**src/rtl/vec_pkg.sv**
```systemverilog
// Shared types and helpers for the vector load gather engine.
package vec_pkg;

  typedef enum logic [1:0] {IDLE, REQ, WAIT, COMMIT} vec_load_state_t;

  // Lane index width; a single-lane vector still needs a 1-bit counter.
  function automatic int lane_bits(input int n);
    return (n > 1) ? $clog2(n) : 1;
  endfunction

endpackage

```
**src/rtl/vec_load_gather.sv**
```systemverilog
// Vector load engine: fetches vectorSize consecutive lanes one request at a time and
// commits them to the vector register file. Optional strided addressing: VEC_LOAD_STRIDE_EN.
module vec_load_gather
  import vec_pkg::*;
#(
  parameter int registerSize  = 16,
  parameter int selectionBits = 2,
  parameter int vectorSize    = 4,
  parameter int addrWidth     = 16
) (
  input  logic                                clk,
  input  logic                                reset,
  input  logic                                start,
  input  logic [addrWidth-1:0]                baseAddr,
  input  logic [selectionBits-1:0]            destReg,
`ifdef VEC_LOAD_STRIDE_EN
  input  logic [addrWidth-1:0]                stride,
`endif
  output logic                                memRdEn,
  output logic [addrWidth-1:0]                memAddr,
  input  logic                                memRdValid,
  input  logic [registerSize-1:0]             memRdData,
  output logic                                busy,
  output logic                                done,
  output logic                                regWrEn,
  output logic [selectionBits-1:0]            regToWrite,
  output logic [vectorSize*registerSize-1:0]  regWriteData
);

  localparam int LW = lane_bits(vectorSize);

  vec_load_state_t state_q, state_d;
  logic [LW-1:0]            lane_q, lane_d;
  logic [addrWidth-1:0]     base_q, base_d;
  logic [selectionBits-1:0] dest_q;
  logic                     capture;
  logic [addrWidth-1:0]     addr_next;
  logic [vectorSize-1:0]    lane_we;
  logic [vectorSize-1:0][registerSize-1:0] buf_q;

  always_comb begin
    state_d = state_q;
    lane_d  = lane_q;
    capture = 1'b0;
    case (state_q)
      IDLE: begin
        if (start) begin
          state_d = REQ;
          lane_d  = '0;
          capture = 1'b1;
        end
      end
      REQ: state_d = WAIT;
      WAIT: begin
        if (memRdValid) begin
          if (lane_q == LW'(vectorSize - 1)) begin
            state_d = COMMIT;
          end else begin
            lane_d  = lane_q + LW'(1);
            state_d = REQ;
          end
        end
      end
      COMMIT: state_d = IDLE;
      default: state_d = IDLE;
    endcase
  end

  // Address is computed for the state being entered so memAddr can be a flop.
  assign base_d = capture ? baseAddr : base_q;

`ifdef VEC_LOAD_STRIDE_EN
  logic [addrWidth-1:0] stride_q, stride_d;
  assign stride_d  = capture ? stride : stride_q;
  assign addr_next = base_d + addrWidth'(lane_d) * stride_d;

  always_ff @(posedge clk or posedge reset) begin
    if (reset) begin
      stride_q <= '0;
    end else if (capture) begin
      stride_q <= stride;
    end
  end
`else
  assign addr_next = base_d + addrWidth'(lane_d);
`endif

  always_ff @(posedge clk or posedge reset) begin
    if (reset) begin
      state_q    <= IDLE;
      lane_q     <= '0;
      base_q     <= '0;
      dest_q     <= '0;
      memRdEn    <= 1'b0;
      memAddr    <= '0;
      busy       <= 1'b0;
      done       <= 1'b0;
      regWrEn    <= 1'b0;
      regToWrite <= '0;
    end else begin
      state_q <= state_d;
      lane_q  <= lane_d;
      if (capture) begin
        base_q <= baseAddr;
        dest_q <= destReg;
      end
      memRdEn    <= (state_d == REQ);
      memAddr    <= (state_d == REQ) ? addr_next : '0;
      busy       <= (state_d != IDLE);
      done       <= (state_d == COMMIT);
      regWrEn    <= (state_d == COMMIT);
      regToWrite <= (state_d == COMMIT) ? dest_q : '0;
    end
  end

  // Lane buffer: one enable-gated register per lane, selected by the lane counter.
  always_comb begin
    lane_we = '0;
    for (int j = 0; j < vectorSize; j++) begin
      lane_we[j] = (state_q == WAIT) && memRdValid && (lane_q == LW'(j));
    end
  end

  for (genvar g = 0; g < vectorSize; g++) begin : g_lane
    always_ff @(posedge clk or posedge reset) begin
      if (reset) begin
        buf_q[g] <= '0;
      end else if (lane_we[g]) begin
        buf_q[g] <= memRdData;
      end
    end
  end

  assign regWriteData = buf_q;

endmodule

```
**config.mk**
```make
export PLATFORM = sky130hd
export DESIGN_NAME = vec_load_gather
export DESIGN_NICKNAME = d
export VERILOG_FILES = /design/src/rtl/vec_pkg.sv /design/src/rtl/vec_load_gather.sv
export SDC_FILE = /design/constraint.sdc
export NUM_CORES = 1
export LEC_CHECK = 0
export BUFFER_PORTS_ARGS = -buffer_cell sky130_fd_sc_hd__buf_2
export CAP_MARGIN = 30
export CORE_MARGIN = 2
export CORE_UTILIZATION = 46
export CTS_CLUSTER_DIAMETER = 150
export DETAILED_ROUTE_END_ITERATION = 10
export PLACE_DENSITY = 0.72
export SLEW_MARGIN = 20
export SYNTH_ARGS = -nofsm -noshare
export SYNTH_HDL_FRONTEND = slang
export SYNTH_SLANG_ARGS = --single-unit
```
**constraint.sdc**
```tcl
create_clock -name clk -period 4.4 [get_ports clk]
set_input_delay 0.66 -clock clk [delete_from_list [all_inputs] [get_ports clk]]
set_output_delay 0.66 -clock clk [all_outputs]
set_load 0.01 [all_outputs]
```
After elaboration in Yosys (flattened, before gate mapping):

Cells that the tools add are included.

* add/subtract/negate cells: 2
* multiplexer cells: 13
* reduce and logical (&&, ||, !) cells: 8
* eq/ne operators: 8

Operators by type and width (number)
* 16-bit 2-to-1 mux: 2
* 16-bit by 2-bit adder with 16-bit output: 1
* 2-bit 2-to-1 mux: 7
* 2-bit equality test, second input constant: 5
* 2-bit one-hot mux with 4 select lines: 1
* 2-bit by 1-bit equality test with 1-bit output, second input constant: 3
* 1-bit logical AND: 5
* 2-bit zero test: 2
* 2-bit one-hot mux with 2 select lines: 1
* 2-bit by 1-bit adder with 2-bit output, second input constant: 1
* 1-bit 2-to-1 mux: 2
* 2-bit nonzero test: 1

* register bits: 107

Logic depth before layout (Yosys ltp):

Gate-level depths: netlist of the first run.

* depth after elaboration: 6
* gate-level depth with buffers: 12

Least setup slack after synthesis of the first run:

OpenSTA, ideal clock, no wires.

* path kind: input port to flip-flop
* from: in memRdValid
* to: reg memAddr[10]
* setup time: 0.136 ns
* path buffers: 1
* required time: 4.264 ns
* arrival time: 2.971 ns
* stages on the path: 12
* setup slack: 1.293 ns
* cell sequence: nor2b_1 > and2_1 > nand2_1 > nor2_1 > clkbuf_1 > nor3_1 > ha_1 > inv_1 > fa_1 > a211oi_1 > and3_1 > nor3_1

* longest elaborated chain between the ends: 4
* elaborated cells between the ends (all ways): 7
* those cells by class: add/sub: 1; eq/ne: 1; mux: 5

RTL lines
* from (decl): line vec_load_gather.sv:21 `input logic memRdValid,`
* 2-bit 2-to-1 mux: line vec_load_gather.sv:55 `if (memRdValid) begin`
* 2-bit one-hot mux with 2 select lines: line vec_load_gather.sv:45 `case (state_q)`
* via lane_d[0]: line vec_load_gather.sv:33 `logic [LW-1:0] lane_q, lane_d;`
* 16-bit by 2-bit adder with 16-bit output: line vec_load_gather.sv:85 `assign addr_next = base_d + addrWidth'(lane_d);`
* 16-bit 2-to-1 mux: line vec_load_gather.sv:108 `memAddr <= (state_d == REQ) ? addr_next : '0;`
* to (signal assigned): line vec_load_gather.sv:108
* to (decl): line vec_load_gather.sv:20 `output logic [addrWidth-1:0] memAddr,`

The timed path passes the listed nets, and every way through them passes these cells.
A chain may end at the register's enable or synchronous reset.

Worst setup path in the final report of the first run:

* from: reg state_q[1]
* to: reg memAddr[15]

* longest elaborated chain between the ends: 5
* elaborated cells between the ends (all ways): 13
* those cells by class: add/sub: 1; eq/ne: 4; mux: 7; reduce/logical: 1

RTL lines
* from (decl): line vec_load_gather.sv:32 `vec_load_state_t state_q, state_d;`
* from (signal assigned): line vec_load_gather.sv:101 `state_q <= state_d;`
* 2-bit zero test: line vec_load_gather.sv:45
* 1-bit 2-to-1 mux: line vec_load_gather.sv:45
* 16-bit 2-to-1 mux
* via base_d[1]: line vec_load_gather.sv:34 `logic [addrWidth-1:0] base_q, base_d;`
* 16-bit by 2-bit adder with 16-bit output: line vec_load_gather.sv:85
* 16-bit 2-to-1 mux: line vec_load_gather.sv:108

The timed path passes the listed nets, and every way through them passes these cells.

==> flow_summary_export.csv, run 1 <==
group,metric,value,unit
floorplan,coreArea,9196,µm²
run,drv_cap,0,
global_route,grt_start_max_net_pins,75,
critical_path,crit_fanout,14,
final_layout,area.growth.synth_to_final,22.36,%
logic_synthesis,syn_area,4337,µm²
timing,finalClockSkew,0.007574,ns
logic_synthesis,syn_inst,339,
global_route,first_global_vias,2926,
clock_tree,cts.htree.levels,3,
logic_synthesis,synth_seq_area_share,0.6174,
clock_tree,clock_sinks,107,
critical_path,ff2ff_setup_slack,1.37,ns
critical_path,r2r-start,"state_q[1]",
hold_path,hold_class,"in -> async",
timing,tns,0,ns
floorplan,rows,35,
route,routed_via_density,5.134,
clock_tree,cts_setup_buffers,0,
power,ir_drop,283.0,µV
place,gp_congestion,0.7831,
final_layout,drive_gt1_frac,0.4660,
critical_path,cp_slowest_cell,"or3b_2",
logic_synthesis,avgSynthCellArea,12.79,µm²
floorplan,io_pins,124,
critical_path,path_buf_inv,0,
critical_path,crit_top_cell,"nand2_1",
logic_synthesis,syn-num-nets,380,
clock_tree,cts-resized-gates,0,
global_route,overflow,0,
clock_tree,numCtsBuffers,9,
timing,period_needed,3.027,ns
route,antenna_left,0,
route,wl_per_cell,15.69,µm
route,first_pass_iters,4,
clock_tree,clkTransAtPathRegs,0.10,ns
place,place_inst,564,
route,dr.first_iter.drc_count,48,
logic_synthesis,ys_ff_latch,107,
floorplan,die-area,10220,µm²
critical_path,ff2ff_path_depth,8,
logic_synthesis,synth-async-reset-ratio,1.000,
final_layout,fin_cells,581,
clock_tree,clockRootBuffer,"clkbuf_8",
critical_path,max_stage_delay,0.67,ns
route,drc,0,
logic_synthesis,synth_ff_type,"dfrtp_1",
critical_path,end_kind,"flip-flop",
run_status,outcome,"complete, no violations",
critical_path,arrival,3.28,ns
clock_tree,ctsHoldBuffers,0,
floorplan,fp.dieH,101.1,µm
timing,fmax,330.4,MHz
place,detailed_place_hpwl,6.643,mm
final_layout,final_nets,506,
timing,grt_setup_unrepaired,"no",
timing,max_slew_margin,0.4563,
final_layout,antenna_cells,0,
critical_path,critPathKind,"reg -> reg",
power,p_leak,0.002775,µW
clock_tree,clk-insertion-delay-late,0.36,ns
timing,setup_viol,0,
critical_path,cpLargestDelayFamily,"simple AND/OR/NAND/NOR gates",
place,buffer_ports.inserted,123,
global_route,antenna_found_initial,0,
logic_synthesis,synth_warnings,0,
final_layout,seqCellArea,2678,µm²
logic_synthesis,synth_edf_count,0,
final_layout,multiInputGateArea,1556,µm²
clock_tree,clockBufferDepth,2,
global_route,grt_pass1_wl,14.77,mm
route,wl,9.117,mm
global_route,grt.total_usage,0.1866,
final_layout,fill_cells,777,
critical_path,cp-start-kind,"flip-flop",
clock_tree,cts_tree,"done",
critical_path,crit_required,4.65,ns
critical_path,r2r-end,"memAddr[15]",
timing,period_share,0.6880,
logic_synthesis,synth_cell_types,43,
timing,report.final.slew_viol_count,0,
timing,hold_violations,0,
final_layout,design_area,5306,µm²
critical_path,crit_chain,"or3b_2 > nand2_1 > nand2_1 > ha_1 > a21oi_1 > or4_4 > nor4_1 > mux2_2",
floorplan,die_width,101.1,µm
place,dpl_cell_area,5081,µm²
floorplan,start_util,0.4716,
route,vias,2983,
timing,worst-slew-pin-transition,0.8136,ns
power,powerDensity,696.8,nW/µm²
-- report_power, final --
part	internal [µW]	switching [µW]	total, µW	leakage (µW)
sequential	1430	242	1670	0.00137
combinational	678	741	1420	0.00130
clock	268	336	604	0.000100
total	2380	1320	3700	0.00277
-- sequential cells by signal, indices dropped and copies added (netlist names) --
| name | count |
|---|---|
| memRdEn | 1 |
| regWrEn | 1 |
| lane_q | 2 |
| state_q | 2 |
| memAddr | 16 |
| regToWrite | 2 |
| busy | 1 |
| regWriteData | 64 |
| base_q | 16 |
| dest_q | 2 |
-- layout make-up --
class                      instances  area share
sequential                       107      0.5046
timing repair buffer             129      0.1297
inverter                          12    0.008960
tap                              111     0.02617
multi-input combinational        206      0.2933
clock inverter                     7     0.01391
clock buffer                       9     0.02334
-- worst reg2reg max path: stages, from the launching register on --
cell	delay, ns
dfrtp_1	0.52
or3b_2	0.68
nand2_1	0.12
nand2_1	0.08
ha_1	0.28
a21oi_1	0.12
or4_4	0.53
nor4_1	0.23
mux2_2	0.37
-- cells in the mapped netlist, types with 2 or more instances --
cell,n,share of area
mux2i_1,6,0.014
dfrtp_1,107,0.62
nand2_1,51,0.044
clkbuf_1,10,0.0087
nor2_1,15,0.013
mux2_2,66,0.17
nor3_1,11,0.013
a21oi_1,6,0.0069
xnor2_1,6,0.012
nor2b_1,2,0.0029
a31oi_1,3,0.0043
a211oi_1,2,0.0035
nand3_1,4,0.0046
inv_1,12,0.010
and2_1,4,0.0058
nor4_1,2,0.0029
ha_1,2,0.0058
and4_1,2,0.0040
or3_1,2,0.0029
o21a_1,2,0.0035
nor3b_1,2,0.0035
-- per-stage QoR --
stage	hold WS, ns	utilization	total power [µW]	setup slack [ns]
final	0.2330	0.5770	3697	1.373
after global routing	0.2394	0.5770	3967	1.136
after CTS	0.4831	0.5740	3741	1.364
after detailed placement	0.4633	0.5525	3133	1.122
after global placement	0.4640	0.5509	3078	1.207
after floorplan	0.4374	-	2560	0.9228
-- cells in the final DEF, fill, tap and decap left out, types with 2 or more instances in the layout --
| cell | netlist | routed |
|---|---|---|
| nor4_1 | 2 | 2 |
| nor2_1 | 15 | 14 |
| or3_1 | 2 | 2 |
| ha_1 | 2 | 2 |
| inv_1 | 12 | 11 |
| nand2_1 | 51 | 51 |
| and4_1 | 2 | 2 |
| a21oi_1 | 6 | 6 |
| clkbuf_8 | 0 | 9 |
| nor2b_1 | 2 | 2 |
| buf_4 | 1 | 4 |
| clkinv_2 | 0 | 2 |
| nor3b_1 | 2 | 2 |
| buf_2 | 1 | 123 |
| o21a_1 | 2 | 2 |
| xnor2_1 | 6 | 6 |
| inv_6 | 0 | 3 |
| a211oi_1 | 2 | 2 |
| mux2i_1 | 6 | 6 |
| dfrtp_1 | 107 | 107 |
| nor3_1 | 11 | 10 |
| nand3_1 | 4 | 4 |
| mux2_2 | 66 | 66 |
| and2_1 | 4 | 4 |
| a31oi_1 | 3 | 3 |
-- worst max-delay path by stage --
stage | cells after the start | slack (ns) | start | end
finish | 8 | 1.37 | state_q[1] | memAddr[15]
global route | 9 | 1.14 | state_q[1] | memAddr[10]
CTS | 8 | 1.36 | state_q[1] | memAddr[15]
detailed placement | 12 | 1.12 | memRdValid | memAddr[10]
global placement | 9 | 1.21 | start | memAddr[15]
floorplan | 1 | 0.92 | reset | base_q[0]
-- cell families after synthesis --
kind of cell / after synthesis / synth area share
adders and majority gates: 3 / 0.01039
and+or+nand+nor: 104 / 0.1154
xor gates and xnor gates: 6 / 0.01212
DFF: 107 / 0.6174
buffers and inverters: 26 / 0.02539
muxes: 73 / 0.1884
AOI/OAI and AO/OA: 20 / 0.03087
-- metal layers --
layer	wire (µm)	up-vias	global-route usage
met5	0	-	0
li1	-	1405	-
met2	4368	113	0.3026
met4	127	0	0.06341
met3	561	12	0.03467
met1	4061	1453	0.2537
Note: power is estimated with default switching activity, not from simulation.
==> inputs of run 2 (changes only) <==
- PLACE_DENSITY: 0.72 -> 0.75
- clock period: 4.4 -> 2.5 ns (I/O delays scaled with it)
==> flow_summary_export.csv, run 2 (synthesis results as in run 1) <==
group,metric,value,unit
run_status,outcome,"complete, no violations",
timing,fmax,407.8,MHz
floorplan,die_width,101.1,µm
floorplan,fp.dieH,101.1,µm
final_layout,antenna_cells,0,
clock_tree,clock_sinks,107,
timing,worst-slew-pin-transition,0.6695,ns
timing,setup_viol,0,
timing,period_needed,2.452,ns
clock_tree,clockRootBuffer,"clkbuf_8",
final_layout,area.growth.synth_to_final,27.35,%
route,antenna_left,0,
place,place_inst,582,
global_route,first_global_vias,3098,
place,gp_congestion,0.8496,
timing,grt_setup_unrepaired,"yes",
clock_tree,ctsHoldBuffers,0,
power,power.internal,4332,µW
timing,report.final.slew_viol_count,0,
final_layout,drive_gt1_frac,0.5214,
place,buffer_ports.inserted,123,
floorplan,coreArea,9196,µm²
critical_path,end_kind,"flip-flop",
power,p_leak,0.002862,µW
global_route,antenna_found_initial,0,
final_layout,largest_reg_flops,64,
power,p_clk_frac,0.149,
place,place_ws,-0.09450,ns
run,drv_cap,0,
floorplan,rows,35,
power,combPwrFrac,0.415,
critical_path,arrival,2.70,ns
critical_path,crit_fanout,8,
critical_path,crit_required,2.75,ns
critical_path,cp-start-kind,"flip-flop",
route,wl,9.364,mm
timing,fin_ws,0.04785,ns
final_layout,final_cell_mix,"123 x buf_2, 105 x dfrtp_1, 66 x mux2_2",
timing,max_slew_margin,0.5535,
power,powerDensity,1218,nW/µm²
global_route,grt_pass1_wl,15.08,mm
final_layout,fin_cells,602,
route,wl_per_cell,15.55,µm
clock_tree,cts_tree,"done",
clock_tree,clkTransAtPathRegs,0.10,ns
route,dr.first_iter.drc_count,56,
timing,hold_violations,0,
clock_tree,numCtsBuffers,9,
power,swShare,0.3559,
floorplan,io_pins,124,
route,first_pass_iters,4,
route,vias,3055,
global_route,grt.total_usage,0.1887,
clock_tree,clockBufferDepth,2,
route,drc,0,
route,routed_via_density,5.075,
global_route,grt_start_max_net_pins,108,
timing,period_share,0.9809,
power,p_sw,2393,µW
power,power.share.sequential,0.436,
final_layout,final_nets,527,
critical_path,critPathKind,"reg -> reg",
clock_tree,cts.htree.levels,3,
floorplan,start_util,0.4716,
floorplan,die-area,10220,µm²
power,ir_drop,506.3,µV
hold_path,hold_class,"in -> async",
final_layout,fill_cells,772,
final_layout,final_common_cell,"buf_2",
global_route,overflow,0,
clock_tree,clk-insertion-delay-late,0.36,ns
timing,finalClockSkew,0.008777,ns
place,detailed_place_hpwl,6.576,mm
[run 2: final timing paths]
kind	startpoint	endpoint	slack [ns]	cells after the start
worst max-delay path	state_q[1]	memAddr[15]	0.05	8
worst min-delay path	reset	base_q[9]	0.14	3
worst max register to register	state_q[1]	memAddr[15]	0.05	8
worst min register to register	dest_q[0]	dest_q[0]	0.48	2
max in group asynchronous	reset	lane_q[1]	1.90	3
min in group clk	destReg[0]	dest_q[0]	0.21	3
[run 2: what timing repair did]
| item | CTS | global route |
|---|---|---|
| setup buffers | 0 | 4 |
| endpoints found under the setup margin | 3 | 9 |
| resized for setup | 2 | 9 |
| pin swaps | 0 | 3 |
[run 2: per-stage QoR]
step                      cell area (µm²)  hold WS, ns    util   TNS, ns  power [µW]
after CTS                            5453       0.1819  0.5929         0        6710
after global routing                 5523       0.1765  0.6005   -0.2163        7218
after detailed placement             5258       0.4668  0.5717   -0.2329        5704
final                                5523       0.1420  0.6005         0        6725
after floorplan                      4400       0.4368       -   -0.2163        4568
after global placement               5258       0.4538  0.5717  -0.07246        5601
[run 2: power groups by stage]
stage	Sequential, µW	Clock, µW	Combinational [µW]
after global placement	2930	0	2680
after detailed placement	2960	0	2740
final	2930	1000	2790
after global routing	3030	1110	3080
after floorplan	3210	0	1360
after CTS	2930	1030	2750
[run 2: metal layers]
metal  part of all wire  wire, µm  vias to the layer above  GRT usage
li1                   -         -                     1447          -
met1               0.45      4222                     1489     0.2436
met2               0.48      4474                      106     0.3204
met3              0.056       522                       13    0.03675
met4              0.016       146                        0    0.06133
met5                  0         0                        -          0
[run 2: critical path: stages, from the launching register on]
cell and delay (ns):
dfrtp_2 0.48, or3b_4 0.42, nand2_2 0.08, nand2_2 0.07
ha_4 0.26, a21oi_2 0.05, or4_4 0.46, nor4_2 0.17
mux2_2 0.36
[run 2: area by class of cell]
cell class                      instances  area [µm²]  area share
Inverter                               12       48.80    0.008836
Timing Repair Buffer                  150       843.3      0.1527
Clock buffer                           12       155.1     0.02809
Multi-Input combinational cell        206        1624      0.2941
Tap cell                              111       138.9     0.02515
Sequential cell                       107        2680      0.4853
Clock inverter                          4       32.53    0.005890
